<file path="src/rtl/rdma_arb_pkg.sv">
// Shared constants, word typedefs and the round-robin search helper used by
// the SQ arbiter and its bench.
package rdma_arb_pkg;

  localparam int VFID_BITS    = 4;
  localparam int VFID_LSB     = 16;
  localparam int ACK_VFID_LSB = 8;
  localparam int DEF_SQ_BITS  = 256;
  localparam int DEF_ACK_BITS = 32;

  typedef logic [DEF_SQ_BITS-1:0]  sq_req_t;
  typedef logic [DEF_ACK_BITS-1:0] ack_t;

  // Returns {found, index} of the first set bit at or after ptr, wrapping at n.
  function automatic logic [4:0] rr_pick(input logic [15:0] req,
                                         input logic [3:0]  ptr,
                                         input int          n);
    logic [4:0] r;
    int         idx;
    r = '0;
    for (int k = n - 1; k >= 0; k--) begin
      idx = (int'(ptr) + k) % n;
      if (req[idx[3:0]]) r = {1'b1, idx[3:0]};
    end
    return r;
  endfunction

endpackage

</file>
<file path="src/rtl/rr_arbiter.sv">
// Round-robin arbiter: one-hot grant among req, pointer advances past each
// winner whenever en allows a grant.
module rr_arbiter
  import rdma_arb_pkg::*;
#(
  parameter int N = 4
) (
  input  logic         clk,
  input  logic         rst_n,
  input  logic [N-1:0] req,
  input  logic         en,
  output logic [N-1:0] grant
);

  localparam int PW = (N > 1) ? $clog2(N) : 1;

  logic [PW-1:0] ptr;
  logic [4:0]    pick;

  always_comb begin
    pick  = rr_pick(16'(req), 4'(ptr), N);
    grant = '0;
    for (int i = 0; i < N; i++)
      grant[i] = en && pick[4] && (pick[3:0] == 4'(i));
  end

  always_ff @(posedge clk or negedge rst_n) begin
    if (!rst_n)
      ptr <= '0;
    else if (en && pick[4])
      ptr <= PW'((int'(pick[3:0]) + 1) % N);
  end

endmodule

</file>
<file path="src/rtl/rdma_sq_arbiter.sv">
// Shares one RDMA SQ channel between N_REGIONS with credit-gated round robin
// and routes ACKs back by vfid. Optional stats: RDMA_SQ_ARB_STATS_EN.
module rdma_sq_arbiter
  import rdma_arb_pkg::*;
#(
  parameter int N_REGIONS       = 4,
  parameter int SQ_BITS         = DEF_SQ_BITS,
  parameter int ACK_BITS        = DEF_ACK_BITS,
  parameter int MAX_OUTSTANDING = 32
) (
  input  logic                         aclk,
  input  logic                         aresetn,
  input  logic [N_REGIONS-1:0]         s_sq_valid,
  output logic [N_REGIONS-1:0]         s_sq_ready,
  input  logic [N_REGIONS*SQ_BITS-1:0] s_sq_data,
  output logic                         m_sq_valid,
  input  logic                         m_sq_ready,
  output logic [SQ_BITS-1:0]           m_sq_data,
  input  logic                         s_ack_valid,
  output logic                         s_ack_ready,
  input  logic [ACK_BITS-1:0]          s_ack_data,
  output logic [N_REGIONS-1:0]         m_ack_valid,
  input  logic [N_REGIONS-1:0]         m_ack_ready,
  output logic [ACK_BITS-1:0]          m_ack_data,
  output logic                         err_ack,
  output logic                         outstanding_any
`ifdef RDMA_SQ_ARB_STATS_EN
  ,
  input  logic [((N_REGIONS > 1) ? $clog2(N_REGIONS) : 1)-1:0] stat_sel,
  output logic [31:0]                  stat_cnt
`endif
);

  localparam int CW = $clog2(MAX_OUTSTANDING) + 1;

  logic                 run;
  logic                 slot_free;
  logic [N_REGIONS-1:0] eligible;
  logic [N_REGIONS-1:0] grant;
  logic [VFID_BITS-1:0] gidx;
  logic [SQ_BITS-1:0]   gword;
  logic [CW-1:0]        cnt [N_REGIONS];

  logic [VFID_BITS-1:0] ack_vfid;
  logic                 ack_vfid_ok;
  logic                 ack_drain;
  logic                 ack_hs;
  logic [N_REGIONS-1:0] ack_onehot;
  logic [N_REGIONS-1:0] inc;
  logic [N_REGIONS-1:0] dec;
  logic                 underflow;

  // Holds off all handshakes until the first clock after reset release.
  always_ff @(posedge aclk or negedge aresetn) begin
    if (!aresetn) run <= 1'b0;
    else          run <= 1'b1;
  end

  assign slot_free = !m_sq_valid || m_sq_ready;

  always_comb begin
    for (int i = 0; i < N_REGIONS; i++)
      eligible[i] = s_sq_valid[i] && (cnt[i] < CW'(MAX_OUTSTANDING));
  end

  rr_arbiter #(.N(N_REGIONS)) u_rr (
    .clk   (aclk),
    .rst_n (aresetn),
    .req   (eligible),
    .en    (run && slot_free),
    .grant (grant)
  );

  assign s_sq_ready = grant;

  always_comb begin
    gidx  = '0;
    gword = '0;
    for (int i = 0; i < N_REGIONS; i++) begin
      if (grant[i]) begin
        gidx  = VFID_BITS'(i);
        gword = s_sq_data[i*SQ_BITS +: SQ_BITS];
      end
    end
    gword[VFID_LSB +: VFID_BITS] = gidx;
  end

  always_ff @(posedge aclk or negedge aresetn) begin
    if (!aresetn) begin
      m_sq_valid <= 1'b0;
      m_sq_data  <= '0;
    end else if (slot_free) begin
      m_sq_valid <= |grant;
      if (|grant) m_sq_data <= gword;
    end
  end

  assign ack_vfid    = s_ack_data[ACK_VFID_LSB +: VFID_BITS];
  assign ack_vfid_ok = int'(ack_vfid) < N_REGIONS;
  assign ack_drain   = |(m_ack_valid & m_ack_ready);
  assign s_ack_ready = run && (!(|m_ack_valid) || ack_drain);
  assign ack_hs      = s_ack_valid && s_ack_ready;

  always_comb begin
    underflow = 1'b0;
    for (int i = 0; i < N_REGIONS; i++) begin
      ack_onehot[i] = ack_vfid_ok && (ack_vfid == VFID_BITS'(i));
      inc[i]        = s_sq_valid[i] && grant[i];
      dec[i]        = ack_hs && ack_onehot[i];
      if (dec[i] && !inc[i] && (cnt[i] == '0)) underflow = 1'b1;
    end
  end

  // Illegal-vfid ACKs are swallowed here: no data load, no region valid.
  always_ff @(posedge aclk or negedge aresetn) begin
    if (!aresetn) begin
      m_ack_valid <= '0;
      m_ack_data  <= '0;
    end else if (ack_hs) begin
      m_ack_valid <= ack_onehot;
      if (ack_vfid_ok) m_ack_data <= s_ack_data;
    end else if (ack_drain) begin
      m_ack_valid <= '0;
    end
  end

  always_ff @(posedge aclk or negedge aresetn) begin
    if (!aresetn) begin
      for (int i = 0; i < N_REGIONS; i++) cnt[i] <= '0;
      err_ack <= 1'b0;
    end else begin
      for (int i = 0; i < N_REGIONS; i++) begin
        if (inc[i] && !dec[i])
          cnt[i] <= cnt[i] + CW'(1);
        else if (dec[i] && !inc[i] && (cnt[i] != '0))
          cnt[i] <= cnt[i] - CW'(1);
      end
      if ((ack_hs && !ack_vfid_ok) || underflow) err_ack <= 1'b1;
    end
  end

  always_comb begin
    outstanding_any = 1'b0;
    for (int i = 0; i < N_REGIONS; i++)
      if (cnt[i] != '0) outstanding_any = 1'b1;
  end

`ifdef RDMA_SQ_ARB_STATS_EN
  logic [31:0] issued [N_REGIONS];

  always_ff @(posedge aclk or negedge aresetn) begin
    if (!aresetn) begin
      for (int i = 0; i < N_REGIONS; i++) issued[i] <= '0;
      stat_cnt <= '0;
    end else begin
      for (int i = 0; i < N_REGIONS; i++)
        if (grant[i]) issued[i] <= issued[i] + 32'd1;
      stat_cnt <= issued[stat_sel];
    end
  end
`endif

endmodule

</file>
<file path="config.mk">
export PLATFORM = sky130hd
export DESIGN_NAME = rdma_sq_arbiter
export DESIGN_NICKNAME = d
export VERILOG_FILES = /design/src/rtl/rdma_arb_pkg.sv /design/src/rtl/rr_arbiter.sv /design/src/rtl/rdma_sq_arbiter.sv
export SDC_FILE = /design/constraint.sdc
export NUM_CORES = 1
export LEC_CHECK = 0
export CAP_MARGIN = 20
export CORE_AREA = 3 3 535 537
export DETAILED_ROUTE_END_ITERATION = 8
export DIE_AREA = 0 0 538 540
export DONT_BUFFER_PORTS = 1
export MAX_ROUTING_LAYER = met4
export PLACE_DENSITY_LB_ADDON = 0.05
export SLEW_MARGIN = 20
export SYNTH_ARGS = -nofsm -noshare
export SYNTH_HDL_FRONTEND = slang
export SYNTH_SLANG_ARGS = --single-unit
</file>
<file path="constraint.sdc">
create_clock -name aclk -period 4.65 [get_ports aclk]
set_input_delay 0 -clock aclk [delete_from_list [all_inputs] [get_ports aclk]]
set_output_delay 0 -clock aclk [all_outputs]
set_load 0.02 [all_outputs]
</file>
==> flow_metrics.tcl <==
set metrics [dict create \
    status "finished with violations" \
    failed_checks "negative hold slack" \
    multi_input_area_mm2 0.01050 \
    power_density_mw_per_mm2 586.3 \
    drcViolationCount 0 \
    cp.required_ns 5.27 \
    die_w_um 538 \
    drv_cap 0 \
    fillers 32603 \
    r2r_slack_ns 0.24 \
    p_sw_frac 0.4535 \
    final_util 0.1254 \
    fin_hold_ws_ns -0.9981 \
    setup_ws_ns 0.2430 \
    post_dp_cell_area_mm2 0.02391 \
    core_mm2 0.2820 \
    synthTopCellsByArea "dfrtp_1 (41%), o221ai_1 (9.9%), nand2_1 (9.9%), a22oi_1 (8.5%), a21oi_1 (7.8%)" \
    area_growth_syn_to_layout_pct 82.62 \
    synth_edf_count 0 \
    htree_num_levels 2 \
    p_clk_frac 0.227 \
    slowest_stage "dlygate4sd3_1" \
    synth-async-reset-ratio 1.000 \
    antenna_found_initial 107 \
    criticalPathCategory "reg2reg" \
    synth_commonest_cells "nand2_1 (510), dfrtp_1 (319), a21oi_1 (302)" \
    r2r_cells 13 \
    drive_gt1_frac 0.05380 \
    internal_power_mw 11.33 \
    cpPeakStageDelay_ns 0.59 \
    arrival_ns 5.03 \
    finalCriticalPeriod_ns 4.407 \
    combPwrFrac 0.482 \
    maxSlewHeadroom 0.1922 \
    crit_path_end_kind "flip-flop" \
    critPathMaxFanout 88 \
    seq_power_share 0.291 \
    worstReg2RegEnd "m_sq_data[91]$_DFFE_PN0P_" \
    drtPass1Iterations 5 \
    cts.sinks 319 \
    finalWirelength_mm 179.2 \
    p_leak_nw 12.23 \
    dpl.hpwl_mm 143.5 \
    setup_viol 0 \
    clk_pin_slew_worst_paths_ns 0.06 \
    finalSetupTns_ns 0 \
    final_cells 6999 \
    initial_core_util 0.06867 \
    post_drt_wl_per_cell_um 25.60 \
    syn-instance-count 2348 \
    tightest_slew_ns 1.212 \
    insertion_delay_ns 0.69 \
    first_iter_violations 1315 \
    synth.largest_area_cell "dfrtp_1" \
    grt_setup_unrepaired "false" \
    max_freq_ghz 0.2269 \
    dieArea_mm2 0.2905 \
    cts_hold_buf 926 \
    ys_seq_elements 319 \
    finalCritPeriodShare 0.9477 \
    finalHoldViolations 319 \
    fin_skew_ns 0.02014 \
    grt_pass1_wl_mm 233.5 \
    yosysUniqueCellTypes 61 \
    vias_per_cell 3.316 \
    synth.most_common_cell "nand2_1" \
    die_h_um 540 \
    maxSlewViolCount 0 \
    cts_root_buf "clkbuf_16" \
    fin_nets 4246 \
    vias 23209 \
    grt_pass1_vias 24678 \
    pre_cts_ws_ns 0.4267 \
    grt_max_degree 320 \
    design_area_mm2 0.03537 \
    cts_made_buffers 57 \
    gp_congestion 0.9035 \
    p_switching_mw 9.403 \
    synthesis.area_mm2 0.01937 \
    crit_chain "or3b_2 > a21oi_1 > a221oi_1 > inv_1 > ha_4 > buf_6 > buf_12 > nand2_2 > nor2_1 > a21oi_1 > dlygate4sd3_1 > o221ai_1 > dlygate4sd3_1" \
    synth_seq_area_share 0.4122 \
    syn_avg_cell_area_um2 8.248 \
    ys_warn_count 0 \
    critPathLaunchType "flip-flop" \
    std_cell_rows 195 \
    detail-route-antenna-nets 0 \
    synth_top_area_share 0.4122 \
    grtUsageTotal 0.1207 \
    cts_tree "built" \
    final-seq-area_mm2 0.007983 \
    place.port_buffers 0 \
    gr-total-overflow 0 \
    ir_drop_v 0.0002594 \
    place_inst 5910 \
    synthFlopType "dfrtp_1" \
    clockBufferDepth 3 \
    rr_startpoint "cnt[23]$_DFFE_PN0P_" \
    hold_path_class "in2async" \
    io_pins 1368 \
]
stage by stage:
step / power (mW) / hold WS (ns)
6_report: 20.73 / -0.9981
5_1_grt: 22.38 / -1.096
4_1_cts: 21.38 / -1.111
3_5_place_dp: 13.55 / -0.2835
3_3_place_gp: 13.65 / -0.2797
2_1_floorplan: 9.842 / -0.2956
routing by layer:
metal | GRT usage | share of wire | vias up
met1 | 0.1329 | 0.40 | 11550
met2 | 0.2047 | 0.49 | 1138
met4 | 0.03169 | 0.028 | 0
met5 | - | 0 | -
li1 | - | - | 10310
met3 | 0.04346 | 0.088 | 211
final cells by class:
class / instances / share of cell area
clock inverter: 22 / 0.009906
antenna: 59 / 0.004174
tap: 3743 / 0.1324
multi-input combinational: 1778 / 0.2969
timing repair buffer: 984 / 0.2841
clock buffer: 80 / 0.04532
sequential: 319 / 0.2257
inverter: 14 / 0.001486
sequential cells by signal, summed over array words and instances, names as in the netlist:
signal,cells
cnt,24
err_ack,1
m_ack_data,32
m_ack_valid,4
m_sq_data,254
m_sq_valid,1
run,1
u_rr.ptr,2
worst max-delay path: cells and delay by family (launching register included):
kind | cells | cell delay, ns
simple gates | 3 | 0.94
flops | 1 | 0.44
compound gates | 4 | 0.51
fa+ha+maj | 1 | 0.21
buf+inv | 5 | 1.84
cell usage in the layout (no fill, tap or decap), types with 30 or more instances in the layout:
cell type        n
o211ai_1        30
a21oi_1        302
nand3b_1        30
o21a_1          32
dfrtp_1        319
dlygate4sd3_1  926
nand2_1        508
a22oi_1        220
o221ai_1       220
mux2_1          44
diode_2         59
nor2_1         232
clkbuf_16       57
worst max-delay path by stage:
stage / startpoint / to / slack, ns / cells after the start
finish: cnt[23]$_DFFE_PN0P_ / m_sq_data[91]$_DFFE_PN0P_ / 0.24 / 13
CTS: cnt[23]$_DFFE_PN0P_ / m_sq_data[246]$_DFFE_PN0P_ / 0.02 / 13
global route: cnt[23]$_DFFE_PN0P_ / m_sq_data[79]$_DFFE_PN0P_ / 0.03 / 16
detailed placement: cnt[23]$_DFFE_PN0P_ / m_sq_data[203]$_DFFE_PN0P_ / 0.43 / 12
global placement: cnt[11]$_DFFE_PN0P_ / m_sq_data[203]$_DFFE_PN0P_ / 0.38 / 12
floorplan: u_rr.ptr[1]$_DFFE_PN0P_ / cnt[11]$_DFFE_PN0P_ / 1.06 / 15
what timing repair did:
action | 4_1_cts | 5_1_grt
hold endpoints to repair | 632 | 319
setup buffers | 0 | 2
endpoints found under the setup margin | 0 | 69
gates resized for setup | 0 | 18
power groups by stage:
stage                     sequential [mW]  clock, mW  combinational, mW
after floorplan                      5.35          0               4.50
after global placement               6.26          0               7.40
after detailed placement             6.18          0               7.38
after CTS                            6.15       5.03               10.2
after global routing                 6.22       5.09               11.1
final                                6.04       4.70               9.99
cells by family after synthesis:
logic type,Yosys count,synth area share
buffers and inverters,252,0.04968
DFF,319,0.4122
other,2,0.0003878
adders and majority gates,24,0.01706
xor gates and xnor gates,17,0.007688
AOI/OAI and AO/OA,855,0.3101
muxes,46,0.02662
and+or+nand+nor,833,0.1763
No activity file was read; power rests on OpenSTA's default activity.
